$ cat config.mk
export PLATFORM = sky130hd
export DESIGN_NAME = dand_meas_ctrl
export DESIGN_NICKNAME = d
export VERILOG_FILES = /design/src/rtl/dand_meas_pkg.sv /design/src/rtl/thermo_decode.sv /design/src/rtl/dand_meas_ctrl.sv
export SDC_FILE = /design/constraint.sdc
export NUM_CORES = 1
export LEC_CHECK = 0
export CAP_MARGIN = 25
export CORE_ASPECT_RATIO = 1.25
export CORE_MARGIN = 8
export CORE_UTILIZATION = 48
export DETAILED_ROUTE_END_ITERATION = 16
export GPL_TIMING_DRIVEN = 0
export PLACE_DENSITY = 0.75
export SYNTH_ARGS = -nofsm -noshare
export SYNTH_HDL_FRONTEND = slang
export SYNTH_SLANG_ARGS = --single-unit
$ cat constraint.sdc
create_clock -name clk -period 1.7 [get_ports clk]
set_input_delay 0.34 -clock clk [delete_from_list [all_inputs] [get_ports clk]]
set_output_delay 0.34 -clock clk [all_outputs]
set_load 0.01 [all_outputs]
$ cat src/rtl/dand_meas_pkg.sv
// rtl/dand_meas_pkg.sv - shared types and decode helpers for the dand measurement controller
package dand_meas_pkg;

  typedef enum logic [2:0] {
    ST_IDLE,
    ST_LAUNCH,
    ST_SAMPLE,
    ST_RELAX0,
    ST_RELAX1,
    ST_DONE
  } meas_state_t;

  // Number of low cycles between launches so the delay line fully discharges.
  localparam int RELAX_LEN = 2;

  // Helpers operate on a fixed wide vector; callers zero-extend their TAPS-wide code.
  localparam int TAPS_MAX = 32;
  localparam int PC_W     = $clog2(TAPS_MAX + 1);

  function automatic logic [PC_W-1:0] popcount(input logic [TAPS_MAX-1:0] v);
    logic [PC_W-1:0] cnt;
    cnt = '0;
    for (int i = 0; i < TAPS_MAX; i++) begin
      cnt = cnt + PC_W'(v[i]);
    end
    return cnt;
  endfunction

  // A thermometer code is ones contiguous from bit 0; adding one then clears every set bit.
  // Zero-extension keeps the all-ones TAPS-wide code valid.
  function automatic logic is_thermo(input logic [TAPS_MAX-1:0] v);
    return (v & (v + TAPS_MAX'(1))) == '0;
  endfunction

endpackage

$ cat src/rtl/thermo_decode.sv
// rtl/thermo_decode.sv - combinational tap-vector to count/bubble decoder
module thermo_decode
  import dand_meas_pkg::*;
#(
  parameter int TAPS = 7,
  parameter int CW   = $clog2(TAPS + 1)
) (
  input  logic [TAPS-1:0] tap_i,
  output logic [CW-1:0]   count_o,
  output logic            bubble_o
);

  logic [TAPS_MAX-1:0] tap_ext;

  assign tap_ext  = TAPS_MAX'(tap_i);
  assign count_o  = CW'(popcount(tap_ext));
  assign bubble_o = !is_thermo(tap_ext);

endmodule

$ cat src/rtl/dand_meas_ctrl.sv
// rtl/dand_meas_ctrl.sv - launches dand trials, decodes captured taps, accumulates sum/min/max/bubble
module dand_meas_ctrl
  import dand_meas_pkg::*;
#(
  parameter int TAPS        = 7,
  parameter int TRIALS_LOG2 = 2,
  localparam int CW         = $clog2(TAPS + 1),
  localparam int SW         = CW + TRIALS_LOG2
) (
  input  logic            clk,
  input  logic            rst_n,
  input  logic            start_i,
  input  logic [TAPS-1:0] tap_i,
  output logic            launch_o,
  output logic            busy_o,
  output logic            done_o,
  output logic [CW-1:0]   count_o,
  output logic [SW-1:0]   sum_o,
  output logic [CW-1:0]   min_o,
  output logic [CW-1:0]   max_o,
  output logic            bubble_o
);

  meas_state_t            state, next_state;
  logic [TRIALS_LOG2-1:0] trial;
  logic [SW-1:0]          sum_acc, sum_next;
  logic [CW-1:0]          min_acc, max_acc, min_next, max_next;
  logic                   bub_acc, bub_next;
  logic [CW-1:0]          dec_count;
  logic                   dec_bubble;
  logic                   last_trial;
  logic                   run_start;

  thermo_decode #(.TAPS(TAPS), .CW(CW)) u_decode (
    .tap_i    (tap_i),
    .count_o  (dec_count),
    .bubble_o (dec_bubble)
  );

  assign last_trial = (trial == '1);
  assign run_start  = (state == ST_IDLE) && start_i;

  // Accumulator values as they would stand after folding in the current sample.
  always_comb begin
    sum_next = sum_acc + SW'(dec_count);
    min_next = (dec_count < min_acc) ? dec_count : min_acc;
    max_next = (dec_count > max_acc) ? dec_count : max_acc;
    bub_next = bub_acc | dec_bubble;
  end

  // Next-state logic; start is only looked at in IDLE so requests elsewhere are dropped.
  always_comb begin
    next_state = state;
    case (state)
      ST_IDLE:   if (start_i) next_state = ST_LAUNCH;
      ST_LAUNCH: next_state = ST_SAMPLE;
      ST_SAMPLE: next_state = last_trial ? ST_DONE : ST_RELAX0;
      ST_RELAX0: next_state = (RELAX_LEN > 1) ? ST_RELAX1 : ST_LAUNCH;
      ST_RELAX1: next_state = ST_LAUNCH;
      ST_DONE:   next_state = ST_IDLE;
      default:   next_state = ST_IDLE;
    endcase
  end

  // State register.
  always_ff @(posedge clk or negedge rst_n) begin
    if (!rst_n) state <= ST_IDLE;
    else        state <= next_state;
  end

  // Control outputs registered from the next state so they align with the state they describe.
  always_ff @(posedge clk or negedge rst_n) begin
    if (!rst_n) begin
      launch_o <= 1'b0;
      busy_o   <= 1'b0;
      done_o   <= 1'b0;
    end else begin
      launch_o <= (next_state == ST_LAUNCH);
      busy_o   <= (next_state == ST_LAUNCH) || (next_state == ST_SAMPLE) ||
                  (next_state == ST_RELAX0) || (next_state == ST_RELAX1);
      done_o   <= (next_state == ST_DONE);
    end
  end

  // Trial counter, accumulators and result registers; results change only entering DONE.
  always_ff @(posedge clk or negedge rst_n) begin
    if (!rst_n) begin
      trial    <= '0;
      sum_acc  <= '0;
      min_acc  <= '0;
      max_acc  <= '0;
      bub_acc  <= 1'b0;
      count_o  <= '0;
      sum_o    <= '0;
      min_o    <= '0;
      max_o    <= '0;
      bubble_o <= 1'b0;
    end else if (run_start) begin
      trial    <= '0;
      sum_acc  <= '0;
      min_acc  <= '1;
      max_acc  <= '0;
      bub_acc  <= 1'b0;
    end else if (state == ST_SAMPLE) begin
      trial    <= trial + 1'b1;
      sum_acc  <= sum_next;
      min_acc  <= min_next;
      max_acc  <= max_next;
      bub_acc  <= bub_next;
      count_o  <= dec_count;
      if (last_trial) begin
        sum_o    <= sum_next;
        min_o    <= min_next;
        max_o    <= max_next;
        bubble_o <= bub_next;
      end
    end
  end

endmodule

---- After elaboration in Yosys (flattened, before gate mapping) ----
Index checks and enable logic that the tools add are counted.
storage, ports and cells
  bits in registers ....................... 35
  bits of input ports ..................... 10
cells by class
  $lt $le $gt $ge ......................... 2
  equality and inequality tests ........... 10
  bitwise logic cells ..................... 3
  add/subtract/negate cells ............... 9
  reductions and logical operators ........ 10
  multiplexer cells ....................... 15
operator list
  kind                                           number
  bitwise AND 7 x 32 -> 32 bit                   1
  zero test 32 bit                               1
  2-to-1 mux 3 bit                               8
  adder 3 x 1 -> 3 bit                           5
  one-hot mux 3 bit (5 select lines)             1
  == test 3 x 2 -> 1 bit, second input constant  4
  2-to-1 mux 5 bit                               2
  == test 3 bit, second input constant           3
  adder 7 x 1 -> 8 bit, second input constant    1
  == test 3 x 1 -> 1 bit, second input constant  2
  adder 5 x 3 -> 5 bit                           1
  2-to-1 mux 2 bit                               2
  greater-than comparator 3 bit                  1
  zero test 3 bit                                1
  logical OR 1 bit                               3
  less-than comparator 3 bit                     1
  AND reduction 3 bit                            1
  adder 1 x 1 -> 2 bit                           1
  adder 2 x 1 -> 2 bit, second input constant    1
  == test 2 bit, second input constant           1
  2-to-1 mux 1 bit                               2
  AND reduction 2 bit                            1
  nonzero test 2 bit                             1
  logical AND 1 bit                              1
  3 further kinds                                3

---- Longest topological paths before layout ----
  depth after elaboration ................. 10
  mapped depth ............................ 15
  mapped depth without buffers ............ 15

---- Cells and area by module ----
A second synthesis with hierarchy kept.
unflattened totals
  cell total of the unflattened synthesis .. 185
  area total of the unflattened synthesis .. 1845.5 um^2
modules (own cells, without submodules)
  module          sequential area each (um^2)  area each (um^2)  times used  cells each
  dand_meas_ctrl  875.8                        1679.1            1           166
  thermo_decode   0.0                          166.4             1           19

---- Least setup slack after synthesis ----
No wires, ideal clock.
  path type ............................... input -> register
  start ................................... input tap_i[0]
  end ..................................... register min_o[1]
  arrival time ............................ 3.532 ns
  required time ........................... 1.581 ns
  path slack .............................. -1.951 ns
  cell stages on the path ................. 15
  path buffers ............................ 0
  cell sequence ........................... inv_1 -> ha_1 -> fa_1 -> fa_1 -> inv_1 -> ha_1 -> inv_1 -> fa_1 -> xor2_1 -> inv_1 -> ha_1 -> a21o_1 -> a31oi_1 -> mux2i_1 -> o21ai_2
between the ends
  longest elaborated chain between the ends .. 8
ends and longest elaborated chain
  what                               RTL line               text
  start: declaration                 dand_meas_ctrl.sv:13   input logic [TAPS-1:0] tap_i,
  adder 1 x 1 -> 2 bit               dand_meas_pkg.sv:24    cnt = cnt + PC_W'(v[i]);
  adder 3 x 1 -> 3 bit (5 in a row)  dand_meas_pkg.sv:24
  net dec_count[2]                   dand_meas_ctrl.sv:29   logic [CW-1:0] dec_count;
  less-than comparator 3 bit         dand_meas_ctrl.sv:46   min_next = (dec_count < min_acc) ? dec_count : min_acc;
  2-to-1 mux 3 bit                   dand_meas_ctrl.sv:46
  end signal: assignment             dand_meas_ctrl.sv:113  min_o <= min_next;
  end: declaration                   dand_meas_ctrl.sv:19   output logic [CW-1:0] min_o,
The timed path passes the listed nets, and every way through them passes these cells.
A chain may end at the register's enable or synchronous reset.

---- Worst setup path after layout ----
  start ................................... input tap_i[0]
  end ..................................... register max_acc[0]
between the ends
  longest elaborated chain between the ends .. 10
ends and longest elaborated chain
  what                               RTL line               text
  adder 1 x 1 -> 2 bit               dand_meas_pkg.sv:24
  adder 3 x 1 -> 3 bit (5 in a row)  dand_meas_pkg.sv:24
  net dec_count[1]                   dand_meas_ctrl.sv:29
  greater-than comparator 3 bit      dand_meas_ctrl.sv:47   max_next = (dec_count > max_acc) ? dec_count : max_acc;
  2-to-1 mux 3 bit                   dand_meas_ctrl.sv:47
  2-to-1 mux 3 bit                   dand_meas_ctrl.sv:104  end else if (state == ST_SAMPLE) begin
  2-to-1 mux 3 bit                   dand_meas_ctrl.sv:98   end else if (run_start) begin
  end signal: assignment             dand_meas_ctrl.sv:108  max_acc <= max_next;
  end: declaration                   dand_meas_ctrl.sv:27   logic [CW-1:0] min_acc, max_acc, min_next, max_next;
The timed path passes the listed nets, and every way through them passes these cells. The select of a mux whose other input is x is not followed.

==> metrics.md <==
| Metric | Value |
|---|---|
| Clk buf depth | 2 |
| Minimum clock period | roughly 3.5 ns |
| Critical R2R Launch | max_acc[1] |
| Synth Instances | between 150 and 200 |
| RSZ-0062 raised after global routing | true |
| Via density | between 5 and 6 |
| Worst Tran Pin Value | ~0.77 ns |
| H-tree depth | 2 |
| Top-count cell post-synth | dfrtp_1 |
| Die Y | between 80 and 90 um |
| Final WS setup | -1.76 ns |
| WL per Instance | 16.1 um |
| Final setup fails | 25 |
| Crit. End Element | flip-flop |
| DRT met1 WL | between 1500 and 2000 um |
| R2r setup slk | -0.02 ns |
| Core Region | roughly 3800 sq um |
| Yosys reg bits | 35 |
| Worst Path Max Fanout | 6 |
| Worst Reg-to-Reg Cells | 7 |
| Met3 wire length | around 260 um |
| Ranking of synthesized cells by area | dfrtp_1, ha_1, fa_1, o21ai_2, nand2_1 |
| Nets | 256 |
| Top post-synthesis cells by count | dfrtp_1, nand2_1, inv_1 |
| Power, Total | around 5.4 mW |
| Initial Util | about half |
| Row cnt | 25 |
| Final wirelength | ~4600 um |
| Area share of the largest cell type after synthesis | between 40% and 50% |
| Seq pwr share | 26.9% |
| Seq/Total Area, Yosys | between 40% and 50% |
| Die ar. | 6220 sq um |
| Relative slew slack | between 40% and 50% |
| GRT Total Usage | 15.6% |
| Status | complete, but fails checks |
| Total CTS buffers | 5 |
| PortBufs | 27 |
| Top sig layer | met4 |
| Largest net degree at the start of global routing | 36 |
| Cell taking the most area after synthesis | dfrtp_1 |
| Pwr per Cell Area | around 2000 nW/um^2 |
| Met2 wire len | ~2400 um |
| Max-slew violation count | 0 |
| Synthesized area | ~1900 sq um |
| Die Wd | approximately 70 um |
| Yosys warnings | 0 |
| Post-synthesis async set-or-reset flop share | between 90% and 100% |
| Pre-Repair DR Iteration Count | 4 |
| Number of fill cells | 272 |
| Netlist cell types | 37 |
| # IOs | 28 |
| Grt total ovfl | 0 |
| Clk Latency, worst-skew pair | ~0.29 ns |
| TritonCTS clock tree | yes |
| DRT antenna net count | 0 |
| DRT iter0 DRCs | 76 |
| CTS root buf | clkbuf_8 |
| Final worst-path cycle share | 203% |
| Initial antenna violation count | 0 |
| Post-synth EDFFs | 0 |
| DP HPWL | between 3000 and 4000 um |
| FF-to-FF End | max_acc[0] |
| Sw Pwr | ~2.2 mW |
| Post-Syn Area per Cell | ~11 sq um |
| Internal Power | between 3 and 4 mW |
| Syn Nets | about 200 |
| Crit start category | input port |
| First-pass GRT wire length | approximately 7600 um |
| Share of cells above drive strength 1 | 37.8% |
| Max VDD drop | 977 uV |
| Area grow syn2layout | 45.9% |
| # clock sinks | 35 |
| Final hold vios | 0 |
| Max-cap check violation count | 0 |
| Failing checks | setup timing |
| Top_reg_cell synth | dfrtp_1 |
| Clock-pin slew on the worst setup and hold paths | 0.06 ns |
| LEAKAGE | between 1 and 1.5 nW |
| Fin Setup TNS | -34.01 ns |
| Worst path required time | around 1.9 ns |
| GP Congestion | about 0.85 |
| Switch share | about two fifths |
| Clk_skew | 0.00448 ns |
| Clock power share | between 10% and 20% |
| Antenna cell count | 0 |
| Post-route DRC | 0 |
| Hold Crit Class | input port to async pin |
| Crit Path Class | input port to flip-flop |
| Vias in the first global route | ~1,600 |
| Via total after detailed routing | between 1,500 and 2,000 |
| Fmax achieved | between 0.2 and 0.3 GHz |
| Share of total power in combinational logic | 62.7% |
| Cts hold-fix bufs | 0 |
| CP arrival | between 3 and 4 ns |
## routing by layer
metal | GRT usage, % | up-vias
met2 | 27.9 | 42
met5 | 0 | -
li1 | - | 719
met4 | 8.57 | 0
met3 | 3.73 | 7
met1 | 16.0 | 769
## sequential cells by signal (all words and copies together) (netlist names), 2 cells and up
name / cells
sum_o: 5
state: 3
min_o: 3
count_o: 3
sum_acc: 5
min_acc: 3
trial: 2
max_o: 3
max_acc: 3
## power by group through the flow
stage / Clock (mW) / Sequential, mW / Combinational [mW]
2_1_floorplan: 0 / 1.52 / 1.68
3_3_place_gp: 0 / 1.44 / 2.50
3_5_place_dp: 0 / 1.46 / 2.59
4_1_cts: 0.586 / 1.46 / 3.04
5_1_grt: 0.619 / 1.52 / 3.69
6_report: 0.570 / 1.46 / 3.42
## cells in the final DEF, fill, tap and decap left out, types with 2 or more instances in the layout
cell	instances
clkdlybuf4s50_1	22
a21oi_1	5
ha_1	5
nand2_1	18
mux2i_1	3
nand2_2	2
o21ai_2	14
nor2_2	2
o21a_1	3
inv_1	12
nor2_1	9
o2bb2ai_1	2
clkbuf_1	2
buf_8	2
a22o_1	3
buf_4	12
ha_4	8
fa_1	2
xnor2_2	2
inv_2	3
inv_4	2
o21ai_0	3
buf_6	8
o21ai_1	5
mux2i_2	2
buf_2	2
a21oi_2	4
clkbuf_8	5
mux2_4	2
nor3_1	2
dfrtp_1	35
fa_2	2
## area by class of cell
type	instances	area, sq um	share of cell area [%]
clock buffers	7	76.3	2.77
repair buffers	44	433	15.7
well taps	54	67.6	2.45
inverters	18	85.1	3.08
flip-flops and latches	35	876	31.7
clock inverters	1	5.00	0.181
plain buffers	5	46.3	1.68
multi-input cells	120	1170	42.4
## repair_timing
action / CTS / global route
buffers inserted: 12 / 5
resized for setup: 44 / 14
endpoints found under the setup margin: 26 / 25
pin swaps: 16 / 12
endpoints found under the hold margin: 0 / 0
## per-stage QoR
stage	util (%)	instances	setup slack [ns]	area (sq um)	hold WS, ns
floorplan	-	178	-1.65	2030	0.0444
detailed placement	62.5	259	-2.58	2370	0.461
global placement	62.6	259	-2.53	2370	0.461
finish	72.9	284	-1.76	2760	0.122
global route	72.9	284	-1.84	2760	0.191
CTS	70.1	279	-1.77	2660	0.151
## worst max path at each step
stage              from          to  slack [ns]  depth (start not counted)
2_1_floorplan  tap_i[0]    max_o[0]       -1.65                         15
3_3_place_gp   tap_i[0]    min_o[1]       -2.53                         16
3_5_place_dp   tap_i[0]    min_o[1]       -2.58                         16
4_1_cts        tap_i[0]    max_o[1]       -1.77                         16
5_1_grt        tap_i[0]  max_acc[0]       -1.84                         17
6_report       tap_i[0]  max_acc[0]       -1.76                         16
## worst max-delay path, stage by stage
cell,delay [ns]
buf_12,0.11
inv_12,0.04
ha_4,0.18
fa_1,0.52
fa_1,0.42
inv_2,0.08
ha_4,0.12
inv_2,0.03
fa_2,0.56
inv_4,0.08
ha_4,0.29
nand3b_1,0.16
a32oi_4,0.31
buf_4,0.18
o21ai_2,0.06
o2bb2ai_1,0.14
## kinds of logic (layout without fill, tap and decap cells)
family | after synthesis | count (layout) | share of synthesized area (%)
AO/OA/AOI/OAI | 49 | 49 | 17.9
flip-flops | 35 | 35 | 46.3
buffers and inverters | 23 | 75 | 6.02
adder cells (fa/ha/maj) | 17 | 17 | 12.8
XOR/XNOR | 4 | 4 | 1.85
multiplexers | 7 | 7 | 4.24
AND/OR/NAND/NOR | 43 | 43 | 10.8
No activity file was read; power rests on OpenSTA's default activity.
